File: src/rtl/dendy_mapper_pkg.sv
// Shared constants for the Dendy cartridge mapper: mode and mirroring codes,
// MMC1 register indices and the nametable A10 selection helper.
package dendy_mapper_pkg;

    typedef enum logic [1:0] {
        MODE_NROM  = 2'd0,
        MODE_UXROM = 2'd1,
        MODE_CNROM = 2'd2,
        MODE_MMC1  = 2'd3
    } mode_e;

    typedef enum logic [1:0] {
        MIR_SINGLE_LO = 2'd0,
        MIR_SINGLE_HI = 2'd1,
        MIR_VERT      = 2'd2,
        MIR_HORIZ     = 2'd3
    } mirror_e;

    localparam logic [1:0] MMC1_REG_CTRL = 2'd0;
    localparam logic [1:0] MMC1_REG_CHR0 = 2'd1;
    localparam logic [1:0] MMC1_REG_CHR1 = 2'd2;
    localparam logic [1:0] MMC1_REG_PRG  = 2'd3;

    localparam logic [4:0] MMC1_CTRL_RESET = 5'h0C;
    localparam logic [4:0] MMC1_SHIFT_INIT = 5'b10000;

    // Physical VRAM A10 for a given mirroring mode and the PPU's A10/A11.
    function automatic logic vram_a10(input mirror_e m, input logic a10, input logic a11);
        logic b;
        case (m)
            MIR_SINGLE_LO: b = 1'b0;
            MIR_SINGLE_HI: b = 1'b1;
            MIR_VERT:      b = a10;
            MIR_HORIZ:     b = a11;
            default:       b = 1'b0;
        endcase
        return b;
    endfunction

endpackage

File: src/rtl/dendy_mapper_mmc1_loader.sv
// MMC1 serial loader: 5-bit shift register with marker bit, consecutive-write
// suppression, and a commit strobe carrying the target index and data.
module mmc1_loader
    import dendy_mapper_pkg::*;
(
    input  logic       clock,
    input  logic       reset,
    input  logic       ce,
    input  logic       wr,
    input  logic [1:0] sel,
    input  logic       bit_reset,
    input  logic       bit_data,
    output logic       commit,
    output logic       clear,
    output logic [1:0] commit_idx,
    output logic [4:0] commit_data
);

    logic [4:0] shift_r;
    logic       last_wr_r;
    logic       accept_s;

    // Decode an accepted write into either a loader clear or a final-bit commit.
    always_comb begin
        accept_s    = wr & ~last_wr_r;
        clear       = accept_s & bit_reset;
        commit      = accept_s & ~bit_reset & shift_r[0];
        commit_idx  = sel;
        commit_data = {bit_data, shift_r[4:1]};
    end

    // Shift register and last-write tracking; the marker bit reaching bit 0 ends a load.
    always_ff @(posedge clock) begin
        if (reset) begin
            shift_r   <= MMC1_SHIFT_INIT;
            last_wr_r <= 1'b0;
        end else if (ce) begin
            last_wr_r <= wr;
            if (accept_s) begin
                if (bit_reset || shift_r[0]) begin
                    shift_r <= MMC1_SHIFT_INIT;
                end else begin
                    shift_r <= {bit_data, shift_r[4:1]};
                end
            end else begin
                shift_r <= shift_r;
            end
        end else begin
            shift_r   <= shift_r;
            last_wr_r <= last_wr_r;
        end
    end

endmodule

File: src/rtl/dendy_mapper.sv
// Cartridge mapper (NROM/UxROM/CNROM, plus MMC1 when DENDY_MMC1_EN is defined):
// bank registers written at $8000-$FFFF, combinational PRG/CHR/VRAM address mapping.
module dendy_mapper
    import dendy_mapper_pkg::*;
#(
    parameter int PRG_AW   = 17,
    parameter int CHR_AW   = 15,
    parameter bit MIRROR_V = 1'b1
) (
    input  logic              clock,
    input  logic              reset,
    input  logic              ce,
    input  logic [1:0]        mode,
    input  logic [15:0]       cpu_a,
    input  logic [7:0]        cpu_o,
    input  logic              cpu_w,
    input  logic [13:0]       chra,
    output logic [PRG_AW-1:0] prg_address,
    output logic [CHR_AW-1:0] chr_address,
    output logic [10:0]       vrm_address,
    output logic [1:0]        mirror
);

    mode_e      mode_r;
    logic [7:0] prg_bank_r;
    logic [7:0] chr_bank_r;
    mirror_e    mirror_r;
    mirror_e    mirror_s;
    logic       wr_s;

    // Addresses are built 32 bits wide so truncation to PRG_AW/CHR_AW wraps bank numbers.
    logic [31:0] prg_bank16_s;
    logic [31:0] prg_full_s;
    logic [31:0] chr_full_s;
    logic        unused_s;

    assign wr_s = ce & cpu_w & cpu_a[15];

`ifdef DENDY_MMC1_EN
    logic [4:0] ctrl_r;
    logic [4:0] chr0_r;
    logic [4:0] chr1_r;
    logic [4:0] prg_r;
    logic       ld_commit_s;
    logic       ld_clear_s;
    logic [1:0] ld_idx_s;
    logic [4:0] ld_data_s;

    mmc1_loader u_loader (
        .clock       (clock),
        .reset       (reset),
        .ce          (ce),
        .wr          (wr_s & (mode_r == MODE_MMC1)),
        .sel         (cpu_a[14:13]),
        .bit_reset   (cpu_o[7]),
        .bit_data    (cpu_o[0]),
        .commit      (ld_commit_s),
        .clear       (ld_clear_s),
        .commit_idx  (ld_idx_s),
        .commit_data (ld_data_s)
    );

    // MMC1 register file, loaded by the serial loader's commit strobe.
    always_ff @(posedge clock) begin
        if (reset) begin
            ctrl_r <= MMC1_CTRL_RESET;
            chr0_r <= 5'd0;
            chr1_r <= 5'd0;
            prg_r  <= 5'd0;
        end else if (ld_clear_s) begin
            ctrl_r <= ctrl_r | MMC1_CTRL_RESET;
        end else if (ld_commit_s) begin
            case (ld_idx_s)
                MMC1_REG_CTRL: ctrl_r <= ld_data_s;
                MMC1_REG_CHR0: chr0_r <= ld_data_s;
                MMC1_REG_CHR1: chr1_r <= ld_data_s;
                MMC1_REG_PRG:  prg_r  <= ld_data_s;
                default:       prg_r  <= prg_r;
            endcase
        end else begin
            ctrl_r <= ctrl_r;
        end
    end

    assign unused_s = ^{chra[13], prg_full_s, chr_full_s, prg_r[4]};
`else
    assign unused_s = ^{chra[13], prg_full_s, chr_full_s};
`endif

    // Discrete-mapper registers; mode is latched only while reset is held.
    always_ff @(posedge clock) begin
        if (reset) begin
            mode_r     <= mode_e'(mode);
            prg_bank_r <= 8'd0;
            chr_bank_r <= 8'd0;
            mirror_r   <= MIRROR_V ? MIR_VERT : MIR_HORIZ;
        end else if (wr_s) begin
            case (mode_r)
                MODE_UXROM: prg_bank_r <= cpu_o;
                MODE_CNROM: chr_bank_r <= cpu_o;
                default:    prg_bank_r <= prg_bank_r;
            endcase
        end else begin
            prg_bank_r <= prg_bank_r;
        end
    end

    // PRG mapping: NROM passes A14:0, UxROM fixes $C000 to the last 16K bank.
    always_comb begin
        prg_bank16_s = 32'd0;
        prg_full_s   = {17'd0, cpu_a[14:0]};
        case (mode_r)
            MODE_UXROM: begin
                prg_bank16_s = cpu_a[14] ? 32'hFFFF_FFFF : {24'd0, prg_bank_r};
                prg_full_s   = {prg_bank16_s[17:0], cpu_a[13:0]};
            end
`ifdef DENDY_MMC1_EN
            MODE_MMC1: begin
                case (ctrl_r[3:2])
                    2'd2: begin
                        prg_bank16_s = cpu_a[14] ? {28'd0, prg_r[3:0]} : 32'd0;
                        prg_full_s   = {prg_bank16_s[17:0], cpu_a[13:0]};
                    end
                    2'd3: begin
                        prg_bank16_s = cpu_a[14] ? 32'hFFFF_FFFF : {28'd0, prg_r[3:0]};
                        prg_full_s   = {prg_bank16_s[17:0], cpu_a[13:0]};
                    end
                    default: prg_full_s = {14'd0, prg_r[3:1], cpu_a[14:0]};
                endcase
            end
`endif
            default: prg_full_s = {17'd0, cpu_a[14:0]};
        endcase
    end

    // CHR mapping: fixed 8K except CNROM bank and MMC1 4K/8K switching.
    always_comb begin
        chr_full_s = {19'd0, chra[12:0]};
        case (mode_r)
            MODE_CNROM: chr_full_s = {11'd0, chr_bank_r, chra[12:0]};
`ifdef DENDY_MMC1_EN
            MODE_MMC1: begin
                if (ctrl_r[4]) begin
                    chr_full_s = {15'd0, (chra[12] ? chr1_r : chr0_r), chra[11:0]};
                end else begin
                    chr_full_s = {15'd0, chr0_r[4:1], chra[12:0]};
                end
            end
`endif
            default: chr_full_s = {19'd0, chra[12:0]};
        endcase
    end

    // Effective mirroring comes from MMC1 ctrl when active, otherwise the board default.
    always_comb begin
`ifdef DENDY_MMC1_EN
        if (mode_r == MODE_MMC1) begin
            mirror_s = mirror_e'(ctrl_r[1:0]);
        end else begin
            mirror_s = mirror_r;
        end
`else
        mirror_s = mirror_r;
`endif
    end

    assign prg_address = prg_full_s[PRG_AW-1:0];
    assign chr_address = chr_full_s[CHR_AW-1:0];
    assign mirror      = mirror_s;
    assign vrm_address = {vram_a10(mirror_s, chra[10], chra[11]), chra[9:0]};

endmodule
File: config.mk
export PLATFORM = sky130hd
export DESIGN_NAME = dendy_mapper
export DESIGN_NICKNAME = d
export VERILOG_FILES = /design/src/rtl/dendy_mapper_pkg.sv /design/src/rtl/dendy_mapper_mmc1_loader.sv /design/src/rtl/dendy_mapper.sv
export SDC_FILE = /design/constraint.sdc
export NUM_CORES = 1
export LEC_CHECK = 0
export CAP_MARGIN = 10
export CORE_MARGIN = 4
export CORE_UTILIZATION = 26
export DETAILED_ROUTE_END_ITERATION = 12
export GPL_TIMING_DRIVEN = 0
export PLACE_DENSITY = 0.85
export SLEW_MARGIN = 20
export SYNTH_ARGS = -nofsm -noshare
export SYNTH_HDL_FRONTEND = slang
export SYNTH_SLANG_ARGS = --single-unit
export TNS_END_PERCENT = 10
File: constraint.sdc
create_clock -name clock -period 3.15 [get_ports clock]
set_input_delay 0.63 -clock clock [delete_from_list [all_inputs] [get_ports clock]]
set_output_delay 0.63 -clock clock [all_outputs]
set_load 0.005 [all_outputs]
* Word level (Yosys, flattened, before mapping)
Cells that the tools add are included.
** Storage, ports and cells
- Input bits :: 44
- Flip-flop bits (word level) :: 7
** Operators by class
- Eq/ne operators :: 2
- Bitwise gates (word level) :: 2
- Muxes and demuxes :: 3
- Reduce and logical (&&, ||, !) cells :: 2
** Operators by type and width (number)
- 17-bit two-way mux :: 1
- 15-bit two-way mux :: 1
- 2-bit AND reduction :: 2
- 3-bit two-way mux :: 1
- 1-bit AND :: 2
- 2-bit by 1-bit == test with 1-bit output (second input constant) :: 1
- 2-bit == test (second input constant) :: 1

* Depth between registers and ports, before layout
Gate-level depths: netlist of run 1.
- Word-level depth :: 3
- Gate-level depth with buffers :: 3
- Depth with buffers taken out :: 3

* Worst setup path before layout of run 1
OpenSTA, ideal clock, no wires.
- Path kind :: input -> output
- Start point :: input port cpu_a[14]
- End point :: output port prg_address[14]
- Arrival :: 0.773 ns
- Buffers on the path :: 0
- Stages on the path :: 1
- Slack :: 1.747 ns
- Cell sequence :: o21bai_1
** Between the ends
- Cells in the longest elaborated chain, start to end :: 2
** RTL lines
- start: declaration :: RTL line dendy_mapper.sv:14 : input logic [15:0] cpu_a,
- 3-bit two-way mux :: RTL line dendy_mapper.sv:114 : prg_bank16_s = cpu_a[14] ? 32'hFFFF_FFFF : {24'd0, prg_bank_r};
- 17-bit two-way mux * :: RTL line dendy_mapper.sv:112 : case (mode_r)
- end: declaration :: RTL line dendy_mapper.sv:18 : output logic [PRG_AW-1:0] prg_address,
Every way passes the cells marked *; elsewhere a longest branch is shown, timed or not.

* Final worst setup path of run 1
Ends and elaborated chain as after synthesis.

==> impl_metrics.prom, run 1 <==
# TYPE chip_impl_metric gauge
chip_impl_info{name="outcome",value="completed"} 1
chip_impl_metric{name="number_of_antenna_cells_inserted",unit=""} 0
chip_impl_info{name="hold_path.startpoint",value="chr_bank_r[1]"} 1
chip_impl_metric{name="drt-vias-per-instance",unit=""} 3.932
chip_impl_metric{name="post_cts_repair_resize_count",unit=""} 0
chip_impl_metric{name="seq_area_frac_synth",unit="%"} 24.66
chip_impl_metric{name="mappedNetlistArea",unit="sq um"} 649.4
chip_impl_metric{name="leakage",unit="nW"} 0.5430
chip_impl_metric{name="ant_nets",unit=""} 0
chip_impl_metric{name="first_pass_iters",unit=""} 2
chip_impl_info{name="crit_path_top_delay_cell",value="sky130_fd_sc_hd__clkdlybuf4s50_1"} 1
chip_impl_info{name="start_point_of_the_critical_path",value="cpu_a[14]"} 1
chip_impl_metric{name="synth-seq-cells",unit=""} 7
chip_impl_metric{name="critPathArrivalTime",unit="ns"} 1.78
chip_impl_metric{name="postSynthNetCount",unit=""} 121
chip_impl_metric{name="cts_inserted_buffers",unit=""} 3
chip_impl_metric{name="finalPower",unit="mW"} 0.3020
chip_impl_metric{name="cts-root-to-sink-buffers",unit=""} 2
chip_impl_metric{name="syn_inst",unit=""} 77
chip_impl_metric{name="die-area",unit="sq um"} 3361
chip_impl_metric{name="design.core.area",unit="sq um"} 2297
chip_impl_metric{name="vias",unit=""} 637
chip_impl_metric{name="cpPeakStageDelay",unit="ns"} 0.53
chip_impl_metric{name="area_delta_synth_final",unit="%"} 91.14
chip_impl_metric{name="clock_sinks",unit=""} 7
chip_impl_metric{name="timing.final.crit_period",unit="ns"} 2.413
chip_impl_metric{name="clk_pin_slew",unit="ns"} 0.05
chip_impl_metric{name="hold_viol_final",unit=""} 0
chip_impl_metric{name="wire_length_of_the_first_global_routing_pass",unit="um"} 2829
chip_impl_info{name="r2r_end",value="prg_bank_r[2]"} 1
chip_impl_metric{name="wirelength_routed",unit="um"} 1868
chip_impl_metric{name="dp.final_hpwl",unit="um"} 1708
chip_impl_metric{name="initial_core_utilization",unit="%"} 28.27
chip_impl_info{name="hold_path_end",value="chr_bank_r[1]"} 1
chip_impl_metric{name="cts_setup_buffers",unit=""} 0
chip_impl_metric{name="buffer_ports.inserted",unit=""} 53
chip_impl_metric{name="finalClockSkew",unit="ns"} 0.005381
chip_impl_info{name="critPathLaunchType",value="input pin"} 1
chip_impl_metric{name="die_w",unit="um"} 57.98
chip_impl_metric{name="hold_buffers",unit=""} 0
chip_impl_metric{name="worst_ep_required_time",unit="ns"} 2.52
chip_impl_metric{name="drt-wirelength-per-cell",unit="um"} 11.53
chip_impl_metric{name="yosysWarnings",unit=""} 0
chip_impl_metric{name="grt_pass1_vias",unit=""} 628
chip_impl_metric{name="worstPathMaxFanout",unit=""} 3
chip_impl_metric{name="p_per_area",unit="nW/um^2"} 243.3
chip_impl_metric{name="maximum_level_of_the_cts_h_tree",unit=""} 1
chip_impl_info{name="root_buffer",value="sky130_fd_sc_hd__clkbuf_4"} 1
chip_impl_metric{name="post-route-period-util",unit="%"} 76.59
chip_impl_info{name="critPathKind",value="in -> out"} 1
chip_impl_metric{name="design.final.nets",unit=""} 179
chip_impl_metric{name="floorplan.io_pins",unit=""} 89
chip_impl_metric{name="globalplace.congestion",unit=""} 0.6940
chip_impl_metric{name="synth.avg_cell_area",unit="sq um"} 8.433
chip_impl_info{name="timing.hold.worst.class",value="reg -> reg"} 1
chip_impl_metric{name="maxCapViolations",unit=""} 0
chip_impl_metric{name="antenna_found_initial",unit=""} 0
chip_impl_info{name="path_common_cell",value="sky130_fd_sc_hd__clkdlybuf4s50_1"} 1
chip_impl_metric{name="ir_drop",unit="mV"} 0.1309
chip_impl_metric{name="placement_rows",unit=""} 17
chip_impl_info{name="critical_path.cell_chain",value="clkdlybuf4s50_1 -> o21bai_1 -> clkdlybuf4s50_1"} 1
chip_impl_metric{name="timing.hold.worst_path_depth",unit=""} 2
chip_impl_metric{name="setup_total_negative_slack",unit="ns"} 0
chip_impl_info{name="grt_setup_unrepaired",value="false"} 1
chip_impl_metric{name="grt_usage",unit="%"} 10.89
chip_impl_metric{name="clk_latency",unit="ns"} 0.26
chip_impl_metric{name="fp.dieH",unit="um"} 57.98
chip_impl_metric{name="report.final.setup_viol",unit=""} 0
chip_impl_metric{name="drive_gt1_share",unit="%"} 35.07
chip_impl_metric{name="drt_iter0_markers",unit=""} 3
chip_impl_metric{name="grt-ovfl-total",unit=""} 0
chip_impl_metric{name="timing_max_transition_violations_final",unit=""} 0
chip_impl_metric{name="timing.fmax",unit="MHz"} 414.5
chip_impl_info{name="tritoncts",value="done"} 1
chip_impl_metric{name="largest_net_degree_at_the_start_of_global_routing",unit=""} 10
chip_impl_metric{name="r2r_setup_slack",unit="ns"} 2.01
chip_impl_info{name="timing.rr.start",value="mode_r[1]"} 1
chip_impl_metric{name="r2r.worst_path.cells",unit=""} 3
chip_impl_metric{name="synth_cell_types",unit=""} 19
chip_impl_metric{name="post-route-drc-count",unit=""} 0
chip_impl_info{name="timing.critical_path.to_type",value="output port"} 1
-- synth_stat cells, drive strengths merged --
cell type / number / area share (%)
a21oi: 1 / 0.77
and3b: 2 / 3.1
buf: 40 / 46
conb: 2 / 1.2
dfxtp: 5 / 15
edfxtp: 2 / 9.2
inv: 2 / 1.2
mux2i: 2 / 3.1
nand2b: 5 / 6.0
nand3: 1 / 0.77
nor2: 4 / 2.3
nor2b: 2 / 1.9
nor3b: 1 / 1.9
o21ai: 5 / 3.9
o21bai: 1 / 1.2
or2: 1 / 0.96
or3: 1 / 0.96
-- critical path, delay by kind of cell --
family	cells	cell delay (ns)
AO/OA/AOI/OAI	1	0.13
buffers and inverters	2	1.03
-- final cells by class --
cell class                 instances  area, sq um
buffer                            40        300.3
multi-input combinational         28        181.4
clock buffer                       4        26.28
tap                               28        35.03
inverter                           2        7.507
timing repair buffer              53        530.5
fill                             214         1056
sequential                         7        160.2
-- sequential cells by signal, indices dropped and copies added, names as in the netlist --
signal,cells
chr_bank_r,2
mode_r,2
prg_bank_r,3
-- logic make-up after synthesis --
logic type,Yosys count,share of synthesized area [%]
AOI/OAI and AO/OA,7,5.779
buffers and inverters,42,47.40
DFF,7,24.66
muxes,2,3.083
other,2,1.157
and+or+nand+nor,17,17.92
-- metrics by stage --
step | area, sq um | util (%) | hold WS, ns | worst slack, ns | instances
2_1_floorplan | 649.4 | - | 0.4436 | 1.747 | 77
3_3_place_gp | 1215 | 52.89 | 0.4613 | 0.7605 | 158
3_5_place_dp | 1215 | 52.89 | 0.4708 | 0.7340 | 158
4_1_cts | 1241 | 54.03 | 0.4792 | 0.7340 | 162
5_1_grt | 1241 | 54.03 | 0.5336 | 0.6429 | 162
6_report | 1241 | 54.03 | 0.4802 | 0.7373 | 162
-- layout by cell type (no fill, tap or decap), types with 2 or more instances in the layout --
master | Yosys | final
sky130_fd_sc_hd__clkdlybuf4s50_1 | 0 | 53
sky130_fd_sc_hd__buf_4 | 40 | 40
sky130_fd_sc_hd__dfxtp_1 | 5 | 5
sky130_fd_sc_hd__nor2_1 | 4 | 4
sky130_fd_sc_hd__nand2b_1 | 4 | 4
sky130_fd_sc_hd__o21ai_0 | 3 | 3
sky130_fd_sc_hd__clkbuf_4 | 0 | 3
sky130_fd_sc_hd__inv_1 | 2 | 2
sky130_fd_sc_hd__and3b_2 | 2 | 2
sky130_fd_sc_hd__mux2i_1 | 2 | 2
sky130_fd_sc_hd__nor2b_1 | 2 | 2
sky130_fd_sc_hd__o21ai_1 | 2 | 2
sky130_fd_sc_hd__conb_1 | 2 | 2
sky130_fd_sc_hd__edfxtp_1 | 2 | 2
-- worst max-delay path by stage --
stage | to | cells past startpoint
6_report | prg_address[14] | 3
5_1_grt | prg_address[15] | 4
4_1_cts | prg_address[14] | 3
3_5_place_dp | prg_address[14] | 3
3_3_place_gp | prg_address[14] | 3
2_1_floorplan | prg_address[14] | 1
-- power breakdown --
group / total (mW) / internal, mW / switching [mW]
Clock: 0.0823 / 0.0484 / 0.0339
Sequential: 0.0989 / 0.0961 / 0.00274
Combinational: 0.121 / 0.0916 / 0.0292
Total: 0.302 / 0.236 / 0.0658
-- per-layer routing --
| layer | track usage (%) | wire (um) |
|---|---|---|
| met5 | 0 | 0 |
| met4 | 4.967 | 32 |
| met3 | 6.013 | 346 |
| met2 | 20.97 | 975 |
| met1 | 8.788 | 512 |
(Power assumes the default switching activity.)
==> run 2: changes to the inputs <==
--- a/config.mk
+++ b/config.mk
@@ -7,10 +7,10 @@
 export LEC_CHECK = 0
 export CAP_MARGIN = 10
 export CORE_MARGIN = 4
-export CORE_UTILIZATION = 26
+export CORE_UTILIZATION = 22
 export DETAILED_ROUTE_END_ITERATION = 12
 export GPL_TIMING_DRIVEN = 0
-export PLACE_DENSITY = 0.85
+export PLACE_DENSITY = 0.77
 export SLEW_MARGIN = 20
 export SYNTH_ARGS = -nofsm -noshare
 export SYNTH_HDL_FRONTEND = slang
==> constraint.sdc (replaced) <==
create_clock -name clock -period 2.2 [get_ports clock]
set_input_delay 0.44 -clock clock [delete_from_list [all_inputs] [get_ports clock]]
set_output_delay 0.44 -clock clock [all_outputs]
set_load 0.005 [all_outputs]
==> run 2 against run 1 <==
Cell area rose by 0.30%. Setup slack got worse by 0.57 ns. Sequential power rose by 43%. Cell count rose by 1.9%. Utilization fell by 9.3 points. Critical path depth rose by 1. Wire length fell by 8.6%. Sequential cell count did not move. Non-clock buffer count did not move. Die area rose by 16%. Clock power rose by 45%. Critical endpoint is now prg_address[16]. Largest cell class unchanged. Largest power group unchanged.
==> impl_metrics.prom, run 2 (synthesis results as in run 1) <==
# TYPE chip_impl_metric gauge
chip_impl_info{name="outcome",value="completed"} 1
chip_impl_metric{name="ant_nets",unit=""} 0
chip_impl_info{name="tritoncts",value="done"} 1
chip_impl_metric{name="num-fill-cells",unit=""} 262
chip_impl_metric{name="drt_iter0_markers",unit=""} 3
chip_impl_metric{name="finalPower",unit="mW"} 0.4321
chip_impl_metric{name="timing.final.crit_period",unit="ns"} 2.033
chip_impl_metric{name="leakage",unit="nW"} 0.5430
chip_impl_metric{name="placement_rows",unit=""} 19
chip_impl_metric{name="antenna_found_initial",unit=""} 0
chip_impl_metric{name="post-route-drc-count",unit=""} 0
chip_impl_info{name="grt_setup_unrepaired",value="false"} 1
chip_impl_metric{name="area_delta_synth_final",unit="%"} 91.71
chip_impl_metric{name="post-route-period-util",unit="%"} 92.40
chip_impl_metric{name="clk_latency",unit="ns"} 0.25
chip_impl_metric{name="initial_core_utilization",unit="%"} 23.35
chip_impl_metric{name="design.core.area",unit="sq um"} 2781
chip_impl_metric{name="timing.fmax",unit="MHz"} 491.9
chip_impl_metric{name="ir_drop",unit="mV"} 0.2665
chip_impl_metric{name="p_per_area",unit="nW/um^2"} 347.1
chip_impl_info{name="timing.critical_path.to_type",value="output port"} 1
chip_impl_metric{name="grt-ovfl-total",unit=""} 0
chip_impl_metric{name="final.hold.worst_slack",unit="ns"} 0.4766
chip_impl_metric{name="die-area",unit="sq um"} 3885
chip_impl_metric{name="finalClockSkew",unit="ns"} 0.002469
chip_impl_metric{name="clock_sinks",unit=""} 7
chip_impl_metric{name="layoutNonFillerInstCount",unit=""} 165
chip_impl_metric{name="die_w",unit="um"} 62.33
chip_impl_metric{name="drt-wirelength-per-cell",unit="um"} 10.35
chip_impl_info{name="critPathLaunchType",value="input pin"} 1
chip_impl_metric{name="grt_pass1_vias",unit=""} 662
chip_impl_metric{name="floorplan.io_pins",unit=""} 89
chip_impl_metric{name="grt_usage",unit="%"} 8.658
chip_impl_metric{name="worstPathMaxFanout",unit=""} 3
chip_impl_metric{name="worst_ep_required_time",unit="ns"} 1.76
chip_impl_metric{name="wire_length_of_the_first_global_routing_pass",unit="um"} 2863
chip_impl_info{name="timing.hold.worst.class",value="reg -> reg"} 1
chip_impl_metric{name="drive_gt1_share",unit="%"} 35.07
chip_impl_metric{name="maximum_level_of_the_cts_h_tree",unit=""} 1
chip_impl_metric{name="setup_total_negative_slack",unit="ns"} 0
chip_impl_metric{name="cts_inserted_buffers",unit=""} 3
chip_impl_metric{name="multi_input_comb_area",unit="sq um"} 181.4
chip_impl_metric{name="fp.dieH",unit="um"} 62.33
chip_impl_metric{name="critPathArrivalTime",unit="ns"} 1.59
chip_impl_metric{name="largest_net_degree_at_the_start_of_global_routing",unit=""} 10
chip_impl_metric{name="report.final.setup_viol",unit=""} 0
chip_impl_info{name="largestRegisters",value="prg_bank_r x3, chr_bank_r x2, mode_r x2"} 1
chip_impl_metric{name="drt-vias-per-instance",unit=""} 3.855
chip_impl_info{name="largest_register_by_flop_count",value="prg_bank_r"} 1
chip_impl_metric{name="vias",unit=""} 636
chip_impl_metric{name="buffer_ports.inserted",unit=""} 53
chip_impl_info{name="top_library_cells_by_usage_in_the_layout_fill_and_taps_aside",value="sky130_fd_sc_hd__clkdlybuf4s50_1 (53), sky130_fd_sc_hd__buf_4 (40), sky130_fd_sc_hd__dfxtp_1 (5), sky130_fd_sc_hd__nor2_1 (4), sky130_fd_sc_hd__nand2b_1 (4)"} 1
chip_impl_metric{name="number_of_antenna_cells_inserted",unit=""} 0
chip_impl_metric{name="place.detailed.instances",unit=""} 161
chip_impl_metric{name="design.final.nets",unit=""} 179
chip_impl_metric{name="clk_pin_slew",unit="ns"} 0.05
chip_impl_metric{name="wirelength_routed",unit="um"} 1708
chip_impl_metric{name="hold_viol_final",unit=""} 0
chip_impl_metric{name="maxCapViolations",unit=""} 0
chip_impl_metric{name="post_cts_repair_resize_count",unit=""} 0
chip_impl_metric{name="cts-root-to-sink-buffers",unit=""} 2
chip_impl_metric{name="r2r_setup_slack",unit="ns"} 1.06
chip_impl_metric{name="seq_area",unit="sq um"} 160.2
chip_impl_metric{name="hold_buffers",unit=""} 0
chip_impl_metric{name="cts_setup_buffers",unit=""} 0
chip_impl_info{name="critPathKind",value="in -> out"} 1
chip_impl_metric{name="timing_max_transition_violations_final",unit=""} 0
chip_impl_metric{name="largest_register_ff_count",unit=""} 3
chip_impl_info{name="layout.cells.most_common",value="sky130_fd_sc_hd__clkdlybuf4s50_1"} 1
chip_impl_metric{name="dp.final_hpwl",unit="um"} 1525
chip_impl_metric{name="first_pass_iters",unit=""} 2
chip_impl_metric{name="globalplace.congestion",unit=""} 0.7789
chip_impl_info{name="root_buffer",value="sky130_fd_sc_hd__clkbuf_4"} 1
run 2: cell counts in the layout (fill, tap and decap cells not counted):
No cell type changed its count.
run 2: metrics by stage:
stage                     utilization [%]  setup slack [ns]  area, sq um
after floorplan                         -             1.069        649.4
after global placement              43.81            0.1862         1219
after detailed placement            43.81            0.1634         1219
after CTS                           44.76            0.1567         1245
after global routing                44.76            0.1106         1245
final                               44.76            0.1671         1245
run 2: worst max-delay path, stage by stage:
cell	delay, ns
sky130_fd_sc_hd__clkdlybuf4s50_1	0.50
sky130_fd_sc_hd__nor2_1	0.05
sky130_fd_sc_hd__nor2_1	0.09
sky130_fd_sc_hd__clkdlybuf4s50_1	0.51
run 2: final cells by class:
type | instances | share of cell area (%)
Buffer | 40 | 24.12
Inverter | 2 | 0.6030
Timing Repair Buffer | 53 | 42.61
Clock buffer | 4 | 2.111
Sequential cell | 7 | 12.86
Tap cell | 31 | 3.116
Multi-Input combinational cell | 28 | 14.57
run 2: worst paths after layout:
| kind | startpoint | endpoint | cells after the start |
|---|---|---|---|
| worst max-delay path | cpu_a[14] | prg_address[16] | 4 |
| worst min-delay path | chr_bank_r[0] | chr_bank_r[0] | 2 |
| worst max register to register | mode_r[1] | prg_bank_r[2] | 3 |
| worst min register to register | chr_bank_r[0] | chr_bank_r[0] | 2 |
run 2: power by group:
group          switching, mW  internal, mW  leakage (nW)
clock network         0.0499        0.0694        0.0150
registers            0.00381         0.138        0.0599
logic                 0.0404         0.131         0.468
total                 0.0941         0.338         0.543
run 2: per-layer routing:
metal / up-vias / wire length [um] / GRT usage [%]
met1: 263 / 483 / 7.213
met5: - / 0 / 0
met3: 3 / 276 / 3.964
li1: 316 / - / -
met2: 54 / 923 / 16.84
met4: 0 / 25 / 3.979
==> run 3: changes to the inputs <==
--- a/config.mk
+++ b/config.mk
@@ -8,6 +8,7 @@
 export CAP_MARGIN = 10
 export CORE_MARGIN = 4
 export CORE_UTILIZATION = 22
+export CTS_BUF_LIST = sky130_fd_sc_hd__clkbuf_2
 export DETAILED_ROUTE_END_ITERATION = 12
 export GPL_TIMING_DRIVEN = 0
 export PLACE_DENSITY = 0.77
==> run 3 against run 2 <==
Wire length down 1.8%. Cell count is the same. Combinational power barely moved. Critical path depth did not move.
==> impl_metrics.prom, run 3 (synthesis results as in run 1) <==
# TYPE chip_impl_metric gauge
chip_impl_metric{name="setup_total_negative_slack",unit="ns"} 0
chip_impl_info{name="tritoncts",value="done"} 1
chip_impl_metric{name="initial_core_utilization",unit="%"} 23.35
chip_impl_metric{name="worstPathMaxFanout",unit=""} 3
chip_impl_info{name="largest_register_by_flop_count",value="prg_bank_r"} 1
chip_impl_metric{name="clk_pin_slew",unit="ns"} 0.07
chip_impl_metric{name="drt-vias-per-instance",unit=""} 3.806
chip_impl_metric{name="critPathArrivalTime",unit="ns"} 1.59
chip_impl_metric{name="timing_max_transition_violations_final",unit=""} 0
chip_impl_metric{name="largest_net_degree_at_the_start_of_global_routing",unit=""} 10
chip_impl_info{name="largestRegisters",value="prg_bank_r x3, chr_bank_r x2, mode_r x2"} 1
chip_impl_info{name="start_point_of_the_critical_path",value="cpu_a[14]"} 1
chip_impl_metric{name="clock_sinks",unit=""} 7
chip_impl_info{name="grt_setup_unrepaired",value="false"} 1
chip_impl_metric{name="place.detailed.instances",unit=""} 161
chip_impl_info{name="critPathLaunchType",value="input pin"} 1
chip_impl_info{name="critPathKind",value="in -> out"} 1
chip_impl_metric{name="design.core.area",unit="sq um"} 2781
chip_impl_metric{name="post-route-period-util",unit="%"} 92.35
chip_impl_metric{name="leakage",unit="nW"} 0.5447
chip_impl_metric{name="cts-root-to-sink-buffers",unit=""} 2
chip_impl_metric{name="timing.final.crit_period",unit="ns"} 2.032
chip_impl_metric{name="maxCapViolations",unit=""} 0
chip_impl_metric{name="total_non_filler_cell_area_in_the_finished_layout",unit="sq um"} 1239
chip_impl_info{name="hold_path.startpoint",value="chr_bank_r[0]"} 1
chip_impl_metric{name="clk_latency",unit="ns"} 0.23
chip_impl_metric{name="fp.dieH",unit="um"} 62.33
chip_impl_info{name="r2r_end",value="prg_bank_r[2]"} 1
chip_impl_metric{name="hold_buffers",unit=""} 0
chip_impl_metric{name="globalplace.congestion",unit=""} 0.7789
chip_impl_metric{name="drive_gt1_share",unit="%"} 35.82
chip_impl_info{name="top_library_cells_by_usage_in_the_layout_fill_and_taps_aside",value="sky130_fd_sc_hd__clkdlybuf4s50_1 (53), sky130_fd_sc_hd__buf_4 (40), sky130_fd_sc_hd__dfxtp_1 (5)"} 1
chip_impl_metric{name="p_sw_share",unit="%"} 22.12
chip_impl_metric{name="placement_setup_slack",unit="ns"} 0.1634
chip_impl_metric{name="grt_pass1_vias",unit=""} 658
chip_impl_metric{name="layoutNonFillerInstCount",unit=""} 165
chip_impl_metric{name="power.net_switching",unit="mW"} 0.08997
chip_impl_metric{name="ir_drop",unit="mV"} 0.2454
chip_impl_info{name="outcome",value="completed"} 1
chip_impl_metric{name="wirelength_routed",unit="um"} 1677
chip_impl_metric{name="number_of_antenna_cells_inserted",unit=""} 0
chip_impl_metric{name="internal_power",unit="mW"} 0.3167
chip_impl_info{name="critPathCapture",value="prg_address[16]"} 1
chip_impl_metric{name="drt-wirelength-per-cell",unit="um"} 10.16
chip_impl_metric{name="seq_area",unit="sq um"} 160.2
chip_impl_metric{name="p_per_area",unit="nW/um^2"} 328.3
chip_impl_metric{name="r2r.worst_path.cells",unit=""} 3
chip_impl_metric{name="buffer_ports.inserted",unit=""} 53
chip_impl_info{name="layout.cells.most_common",value="sky130_fd_sc_hd__clkdlybuf4s50_1"} 1
chip_impl_info{name="timing.hold.worst.class",value="reg -> reg"} 1
chip_impl_metric{name="antenna_found_initial",unit=""} 0
chip_impl_metric{name="postLayoutSetupSlackWorst",unit="ns"} 0.1683
chip_impl_metric{name="cts_inserted_buffers",unit=""} 3
chip_impl_info{name="timing.critical_path.to_type",value="output port"} 1
chip_impl_metric{name="power.share.clock",unit="%"} 23.2
chip_impl_metric{name="final_util",unit="%"} 44.53
chip_impl_metric{name="multi_input_comb_area",unit="sq um"} 181.4
chip_impl_metric{name="num-fill-cells",unit=""} 259
chip_impl_metric{name="largest_register_ff_count",unit=""} 3
chip_impl_metric{name="finalClockSkew",unit="ns"} 0.006283
chip_impl_metric{name="maximum_level_of_the_cts_h_tree",unit=""} 1
chip_impl_metric{name="finalPower",unit="mW"} 0.4067
chip_impl_info{name="timing.rr.start",value="mode_r[1]"} 1
chip_impl_metric{name="cts_setup_buffers",unit=""} 0
chip_impl_metric{name="design.final.nets",unit=""} 179
chip_impl_metric{name="post-route-drc-count",unit=""} 0
chip_impl_metric{name="dp.final_hpwl",unit="um"} 1525
chip_impl_metric{name="ant_nets",unit=""} 0
chip_impl_metric{name="drt_iter0_markers",unit=""} 1
chip_impl_metric{name="floorplan.io_pins",unit=""} 89
chip_impl_metric{name="report.final.setup_viol",unit=""} 0
chip_impl_metric{name="vias",unit=""} 628
chip_impl_metric{name="grt-ovfl-total",unit=""} 0
chip_impl_info{name="root_buffer",value="sky130_fd_sc_hd__clkbuf_2"} 1
chip_impl_metric{name="placement_rows",unit=""} 19
chip_impl_metric{name="r2r_setup_slack",unit="ns"} 1.06
chip_impl_metric{name="wire_length_of_the_first_global_routing_pass",unit="um"} 2808
chip_impl_metric{name="hold_viol_final",unit=""} 0
chip_impl_metric{name="area_delta_synth_final",unit="%"} 90.75
chip_impl_metric{name="share_comb_of_total_power",unit="%"} 42.1
chip_impl_metric{name="die_w",unit="um"} 62.33
chip_impl_metric{name="p_seq_share",unit="%"} 34.7
chip_impl_metric{name="first_pass_iters",unit=""} 3
chip_impl_metric{name="postPlaceCellArea",unit="sq um"} 1219
chip_impl_metric{name="final.hold.worst_slack",unit="ns"} 0.4769
chip_impl_metric{name="timing.fmax",unit="MHz"} 492.2
chip_impl_metric{name="die-area",unit="sq um"} 3885
chip_impl_metric{name="grt_usage",unit="%"} 8.510
chip_impl_metric{name="worst_ep_required_time",unit="ns"} 1.76
chip_impl_metric{name="post_cts_repair_resize_count",unit=""} 0
run 3: cell types whose count changed in the layout (fill, tap and decap cells not counted):
cell / delta
sky130_fd_sc_hd__clkbuf_4: -3
sky130_fd_sc_hd__clkbuf_1: -1
sky130_fd_sc_hd__clkbuf_2: +4
run 3: how the worst min path moves through the flow:
stage,depth (start not counted),slack (ns),end
6_report,2,0.48,chr_bank_r[0]
3_3_place_gp,2,0.46,chr_bank_r[0]
3_5_place_dp,2,0.47,chr_bank_r[0]
2_1_floorplan,2,0.44,chr_bank_r[0]
5_1_grt,2,0.51,chr_bank_r[0]
4_1_cts,2,0.48,chr_bank_r[0]
run 3: layout make-up:
class	instances	area share, %
plain buffers	40	24.24
inverters	2	0.6061
repair buffers	53	42.83
well taps	31	3.131
multi-input cells	28	14.65
clock buffers	4	1.616
flip-flops and latches	7	12.93
run 3: power groups by stage:
stage	registers (mW)	clock network, mW	logic (mW)
final	0.141	0.0941	0.171
after global routing	0.142	0.105	0.184
after CTS	0.141	0.0994	0.174
after detailed placement	0.144	0	0.174
after global placement	0.144	0	0.171
after floorplan	0.143	0	0.0735
run 3: worst max-delay path: stages:
cell and delay, ns:
sky130_fd_sc_hd__clkdlybuf4s50_1 0.50, sky130_fd_sc_hd__nor2_1 0.05, sky130_fd_sc_hd__nor2_1 0.09, sky130_fd_sc_hd__clkdlybuf4s50_1 0.51
run 3: layer usage:
metal | routed length [um] | track usage [%] | up-vias
li1 | - | - | 316
met1 | 483 | 7.104 | 261
met2 | 920 | 16.45 | 51
met3 | 273 | 3.964 | 0
met4 | 0 | 3.979 | 0
met5 | 0 | 0 | -
